**config.mk**
```make
export PLATFORM = sky130hd
export DESIGN_NAME = syst_skew_bridge
export DESIGN_NICKNAME = d
export VERILOG_FILES = /design/src/rtl/syst_pkg.sv /design/src/rtl/syst_out_fifo.sv /design/src/rtl/syst_skew_bridge.sv
export SDC_FILE = /design/constraint.sdc
export NUM_CORES = 1
export LEC_CHECK = 0
export ABC_AREA = 1
export ABC_CLOCK_PERIOD_IN_PS = 13200
export CORE_ASPECT_RATIO = 1.1
export CORE_MARGIN = 2
export CORE_UTILIZATION = 60
export CTS_BUF_LIST = sky130_fd_sc_hd__clkbuf_8
export DETAILED_ROUTE_END_ITERATION = 8
export PLACE_DENSITY = 0.8
export SYNTH_ARGS = -nofsm -noshare
export SYNTH_HDL_FRONTEND = slang
export SYNTH_SLANG_ARGS = --single-unit
```
**constraint.sdc**
```tcl
create_clock -name clk_i -period 13.2 [get_ports clk_i]
set_input_delay 2.64 -clock clk_i [delete_from_list [all_inputs] [get_ports clk_i]]
set_output_delay 2.64 -clock clk_i [all_outputs]
set_load 0.01 [all_outputs]
```
**src/rtl/syst_pkg.sv**
```systemverilog
// rtl/syst_pkg.sv - shared defaults and the result narrowing helper for the skew bridge
package syst_pkg;

  localparam int LANES_DEF      = 4;
  localparam int X_W_DEF        = 8;
  localparam int Y_W_DEF        = 20;
  localparam int OUT_W_DEF      = 8;
  localparam int ARRAY_LAT_DEF  = 4;
  localparam int FIFO_DEPTH_DEF = 16;

  // Widest array result the narrowing helper handles.
  localparam int SAT_MAX_W = 64;

  typedef enum logic {
    NARROW_TRUNC = 1'b0,
    NARROW_SAT   = 1'b1
  } narrow_mode_e;

  // Narrow an unsigned result to out_w bits: clamp to all ones or keep the low bits.
  function automatic logic [SAT_MAX_W-1:0] sat_narrow(input logic [SAT_MAX_W-1:0] y,
                                                      input int out_w,
                                                      input narrow_mode_e mode);
    logic [SAT_MAX_W-1:0] lim;
    lim = (SAT_MAX_W'(1) << out_w) - SAT_MAX_W'(1);
    if (mode == NARROW_SAT && y > lim) sat_narrow = lim;
    else sat_narrow = y & lim;
  endfunction

endpackage

```
**src/rtl/syst_out_fifo.sv**
```systemverilog
// rtl/syst_out_fifo.sv - synchronous FIFO with registered show-ahead output and occupancy count
module syst_out_fifo #(
  parameter int WIDTH = 32,
  parameter int DEPTH = 16
) (
  input  logic                       clk_i,
  input  logic                       rst_i,
  input  logic                       push,
  input  logic [WIDTH-1:0]           push_data,
  input  logic                       pop,
  output logic [WIDTH-1:0]           data,
  output logic                       valid,
  output logic [$clog2(DEPTH+1)-1:0] count,
  output logic                       full
);

  localparam int AW = $clog2(DEPTH);
  localparam int CW = $clog2(DEPTH+1);

  logic [WIDTH-1:0] mem [DEPTH];
  logic [AW-1:0]    wptr;
  logic [AW-1:0]    rptr;
  logic [CW-1:0]    mem_cnt;
  logic             load;

  // The output register refills from storage whenever it is empty or being drained.
  assign load  = (mem_cnt != '0) && (!valid || pop);
  assign count = mem_cnt + CW'(valid);
  assign full  = (count == CW'(DEPTH));

  // Storage array carries no reset; only its pointers matter after reset.
  always_ff @(posedge clk_i) begin
    if (push) mem[wptr] <= push_data;
  end

  // Pointers, storage occupancy and the show-ahead output register.
  always_ff @(posedge clk_i or posedge rst_i) begin
    if (rst_i) begin
      wptr    <= '0;
      rptr    <= '0;
      mem_cnt <= '0;
      valid   <= 1'b0;
      data    <= '0;
    end else begin
      if (push) wptr <= (wptr == AW'(DEPTH-1)) ? '0 : wptr + 1'b1;
      if (load) rptr <= (rptr == AW'(DEPTH-1)) ? '0 : rptr + 1'b1;
      mem_cnt <= mem_cnt + CW'(push) - CW'(load);
      if (load) begin
        valid <= 1'b1;
        data  <= mem[rptr];
      end else if (pop) begin
        valid <= 1'b0;
      end
    end
  end

endmodule

```
**src/rtl/syst_skew_bridge.sv**
```systemverilog
// rtl/syst_skew_bridge.sv - skews lanes into a systolic array, deskews and narrows results into a FIFO
module syst_skew_bridge
  import syst_pkg::*;
#(
  parameter int LANES      = LANES_DEF,
  parameter int X_W        = X_W_DEF,
  parameter int Y_W        = Y_W_DEF,
  parameter int OUT_W      = OUT_W_DEF,
  parameter int ARRAY_LAT  = ARRAY_LAT_DEF,
  parameter int FIFO_DEPTH = FIFO_DEPTH_DEF
) (
  input  logic                   clk_i,
  input  logic                   rst_i,
  input  logic [LANES*X_W-1:0]   data_i,
  input  logic                   valid_i,
  output logic                   ready_o,
  input  logic                   sat_en_i,
  output logic [LANES*X_W-1:0]   arr_x_o,
  output logic [LANES-1:0]       arr_valid_o,
  input  logic [LANES*Y_W-1:0]   arr_y_i,
  output logic [LANES*OUT_W-1:0] data_o,
  output logic                   valid_o,
  input  logic                   ready_i
);

  // vpipe[i] marks a beat accepted i edges ago; the last tap is the FIFO push.
  localparam int VP_LEN = ARRAY_LAT + LANES + 1;
  localparam int CW     = $clog2(FIFO_DEPTH+1);
  localparam int IW     = CW + 1;

  logic                   alive;
  logic                   accept;
  logic                   push;
  logic                   pop;
  logic                   fifo_full;
  logic [CW-1:0]          fifo_count;
  logic [IW-1:0]          inflight;
  logic [VP_LEN-1:0]      vpipe;
  logic [LANES*OUT_W-1:0] narrowed;
  narrow_mode_e           mode;

  // Credits cover every beat between acceptance and its FIFO slot, so the array never stalls.
  assign ready_o = alive && ((inflight + IW'(fifo_count)) < IW'(FIFO_DEPTH));
  assign accept  = valid_i && ready_o;
  assign push    = vpipe[VP_LEN-1];
  assign pop     = valid_o && ready_i;
  assign mode    = sat_en_i ? NARROW_SAT : NARROW_TRUNC;

  // Beat-valid shift chain, in-flight credit counter and the post-reset ready enable.
  always_ff @(posedge clk_i or posedge rst_i) begin
    if (rst_i) begin
      alive    <= 1'b0;
      vpipe    <= '0;
      inflight <= '0;
    end else begin
      alive <= 1'b1;
      vpipe <= {vpipe[VP_LEN-2:0], accept};
      case ({accept, push})
        2'b10:   inflight <= inflight + IW'(1);
        2'b01:   inflight <= inflight - IW'(1);
        default: inflight <= inflight;
      endcase
    end
  end

  for (genvar k = 0; k < LANES; k++) begin : g_lane
    logic [X_W-1:0] skew_q [0:k];
    logic [Y_W-1:0] desk_q [0:LANES-1-k];

    // Lane k: input reg plus k skew regs before the array, then LANES-1-k deskew regs after it.
    always_ff @(posedge clk_i or posedge rst_i) begin
      if (rst_i) begin
        for (int j = 0; j <= k; j++) skew_q[j] <= '0;
        for (int j = 0; j < LANES-k; j++) desk_q[j] <= '0;
      end else begin
        if (accept) skew_q[0] <= data_i[k*X_W +: X_W];
        for (int j = 1; j <= k; j++) begin
          if (vpipe[j-1]) skew_q[j] <= skew_q[j-1];
        end
        if (vpipe[k+ARRAY_LAT]) desk_q[0] <= arr_y_i[k*Y_W +: Y_W];
        for (int j = 1; j < LANES-k; j++) begin
          if (vpipe[k+ARRAY_LAT+j]) desk_q[j] <= desk_q[j-1];
        end
      end
    end

    assign arr_x_o[k*X_W +: X_W]      = skew_q[k];
    assign arr_valid_o[k]             = vpipe[k];
    assign narrowed[k*OUT_W +: OUT_W] = OUT_W'(sat_narrow(SAT_MAX_W'(desk_q[LANES-1-k]), OUT_W, mode));
  end

  syst_out_fifo #(
    .WIDTH (LANES*OUT_W),
    .DEPTH (FIFO_DEPTH)
  ) u_out_fifo (
    .clk_i     (clk_i),
    .rst_i     (rst_i),
    .push      (push),
    .push_data (narrowed),
    .pop       (pop),
    .data      (data_o),
    .valid     (valid_o),
    .count     (fifo_count),
    .full      (fifo_full)
  );

  // The credit scheme must make a push into a full, non-draining FIFO impossible.
  assert property (@(posedge clk_i) disable iff (rst_i) !(push && fifo_full && !pop));

endmodule

```
==> results.yml <==
outcome:
  run_status: "finished, final reports clean"
synthesis:
  syn_inst: 2901
  yosys_warnings: 0
  synthArstFlopShare: 0.4005
  syn_avg_cell_area_um2: 11.64
  synth_most_common_cell: "edfxtp_1"
  post-synth-top-area-fraction: 0.4553
  synth.largest_area_cell: "edfxtp_1"
  syn-num-nets: 3044
  synth.cell_area_um2: 33770
  synthTopCellsByArea: "edfxtp_1 46%, dfrtp_1 25%, nand2_1 4.8%, o21ai_0 4.6%, nor2_1 4.2%"
  synth-edff-count: 512
  ys_ff_latch: 854
  synthTopCellsByCount: "512 x edfxtp_1, 436 x nand2_1, 382 x nor2_1, 342 x dfrtp_1, 308 x o21ai_0"
  ys_seq_area_frac: 0.7088
  yosysUniqueCellTypes: 33
  synth_top_flop_cell: "edfxtp_1"
timing:
  fin_crit_sh: 0.4849
  hold_viol_final: 0
  setup_tns_ns: 0
  rsz0062_at_grt: "false"
  finClkSkew_ns: 0.03621
  relSlewSlack: 0.1924
  setup_viol: 0
  min_period_ns: 6.401
  tightest_slew_ns: 1.211
  drv_slew: 0
  clock.fmax_mhz: 156.2
die:
  die_w_um: 230.2
  die-area_um2: 58190
  row_count: 91
  start_util: 0.6040
  die_y_um: 252.8
  coreArea_um2: 55900
  ios: 187
global_routing:
  grt_max_degree: 177
  grt_pass1_wl_um: 121700
  antenna_found_initial: 2
  grt_pass1_vias: 23012
  grt.total_usage: 0.2714
  grt_overflow_total: 0
critical_path:
  cp-start-kind: "register"
  crit_chain: "ha_1, ha_1, nand2_1, xor2_1, inv_1, ha_1, nand2_1, inv_1, nand2_1, nand3_1, nand2_1, nand2_1, nor2_2, buf_4, clkdlybuf4s50_1"
  ff2ff_path_depth: 21
  ff2ff_setup_slack_ns: 8.99
  timing.rr.end: "inflight[3]$_DFFE_PP0P_"
  critical_path_peak_fanout: 33
  slowest_stage: "clkdlybuf4s50_1"
  crit_top_cell: "nand2_1"
  cpPeakStageDelay_ns: 0.63
  worst_setup_path_end_kind: "output port"
  arrival_ns: 3.76
  crit_type: "register to output port"
  critical_path_required_ns: 10.56
  timing.rr.start: "u_out_fifo.valid$_DFFE_PP0P_"
min_path:
  min_to: "vpipe[4]$_DFF_PP0_"
  min_path_type: "register to register"
  min_from: "vpipe[3]$_DFF_PP0_"
  hold_depth: 0
route:
  wirelength_um: 78230
  final_antenna_net_count: 0
  drc: 0
  viasPerCell: 5.828
  vias: 22782
  drt_first_pass_iters: 8
  drt_iter0_markers: 2238
  wl_per_cell_um: 20.01
cts:
  clk_pin_slew_ns: 0.06
  cts_made_buffers: 130
  ctsResizeCount: 0
  cts_sinks: 854
  cts_tree: "done"
  cts-root-buf: "clkbuf_8"
  htree_levels: 4
  hold_buffers: 0
  clock_path_buffers: 3
  postCtsSetupBuffers: 0
  insertion_delay_ns: 0.79
placed_design:
  post-dp-hpwl_um: 44170
  place.gp.congestion: 0.8151
  port_buffers: 186
  place_area_um2: 35970
finish:
  nNetsFinal: 3201
  area_delta_synth_final_pct: 14.18
  drive_gt1_frac: 0.09229
  multi_input_area_um2: 8262
  seqCellArea_um2: 23950
  finish.instance_area_um2: 38560
  fillers: 3728
power:
  p_leak_nw: 15.09
  power.density_nw_per_um2: 169.9
  vdd.ir_drop.worst_mv: 0.1628
run:
  drv_cap: 0
-- power by group --
part / internal (W) / switching (W) / leakage (nW) / total, W
sequential: 0.00288 / 0.000144 / 8.50 / 0.00302
clock: 0.00112 / 0.00100 / 1.48 / 0.00212
combinational: 0.000485 / 0.000921 / 5.11 / 0.00141
total: 0.00448 / 0.00207 / 15.1 / 0.00655
-- state kept, by name (all words and copies together), names as in the netlist --
register            cells
u_out_fifo.mem        512
g_lane.desk_q         200
g_lane.skew_q          56
u_out_fifo.data        32
arr_x_o                24
vpipe                   9
inflight                6
u_out_fifo.mem_cnt      5
u_out_fifo.rptr         4
u_out_fifo.wptr         4
alive                   1
u_out_fifo.valid        1
-- layout make-up --
class	count	share of cell area
clock inverter	81	0.01094
antenna	1	0.00006490
tap	744	0.02414
multi-input combinational	1670	0.2143
inverter	181	0.01795
sequential	854	0.6212
timing repair buffer	221	0.05543
clock buffer	157	0.05604
-- worst max-delay path: cells and delay by family, from the launching register on --
| kind | cells | cell delay (ns) |
|---|---|---|
| DFF | 1 | 0.40 |
| adders and majority gates | 3 | 0.78 |
| and+or+nand+nor | 7 | 0.60 |
| buffers and inverters | 4 | 1.05 |
| xor gates and xnor gates | 1 | 0.15 |
-- worst max path at each step --
| stage | startpoint | end | slack, ns | cells past startpoint |
|---|---|---|---|---|
| floorplan | rst_i | alive$_DFF_PP0_ | 1.08 | 1 |
| global placement | valid_i | inflight[4]$_DFFE_PP0P_ | 6.94 | 10 |
| detailed placement | valid_i | inflight[3]$_DFFE_PP0P_ | 6.82 | 9 |
| CTS | u_out_fifo.valid$_DFFE_PP0P_ | ready_o | 6.76 | 13 |
| global route | u_out_fifo.valid$_DFFE_PP0P_ | ready_o | 6.50 | 15 |
| finish | u_out_fifo.valid$_DFFE_PP0P_ | ready_o | 6.80 | 15 |
-- per-layer routing --
metal / global-route usage / share of wire
met3: 0.05856 / 0.086
met1: 0.3480 / 0.39
met5: 0 / 0.00020
met2: 0.4489 / 0.49
met4: 0.1218 / 0.037
-- stage by stage --
step	hold WS, ns	total power, W	instances	setup slack (ns)	utilization
2_1_floorplan	0.3519	0.004009	2901	1.080	-
6_report	0.4238	0.006549	3909	6.799	0.6897
3_5_place_dp	0.4303	0.004449	3670	6.820	0.6434
4_1_cts	0.4434	0.006562	3908	6.762	0.6896
5_1_grt	0.4453	0.006833	3909	6.496	0.6897
3_3_place_gp	0.4299	0.004376	3670	6.942	0.6434
-- kinds of logic after synthesis --
logic type,count (synthesis),synth area share
simple gates,1002,0.1189
flops,854,0.7088
compound gates,579,0.09230
buf+inv,377,0.05021
mux,48,0.01601
fa+ha+maj,26,0.01008
xor+xnor,14,0.003631
other cells,1,0.0001111
-- placed cells by master (no fill, tap or decap), types with 3 or more instances in the layout --
master / count
inv_2: 3
clkdlybuf4s50_1: 186
o21ai_0: 308
o211ai_1: 65
nand2_1: 436
edfxtp_1: 512
clkbuf_8: 157
nand4_1: 12
nor2_4: 16
a21oi_1: 137
xor2_1: 11
clkinv_2: 9
nor2_1: 365
inv_1: 221
dfrtp_4: 4
clkinvlp_4: 7
ha_1: 24
o31ai_1: 3
xnor2_1: 3
o21ai_1: 31
clkinv_1: 14
dfrtp_1: 337
buf_4: 34
mux2_2: 48
nand3_1: 168
inv_6: 4
o22ai_1: 31
Note: power is estimated with default switching activity, not from simulation.
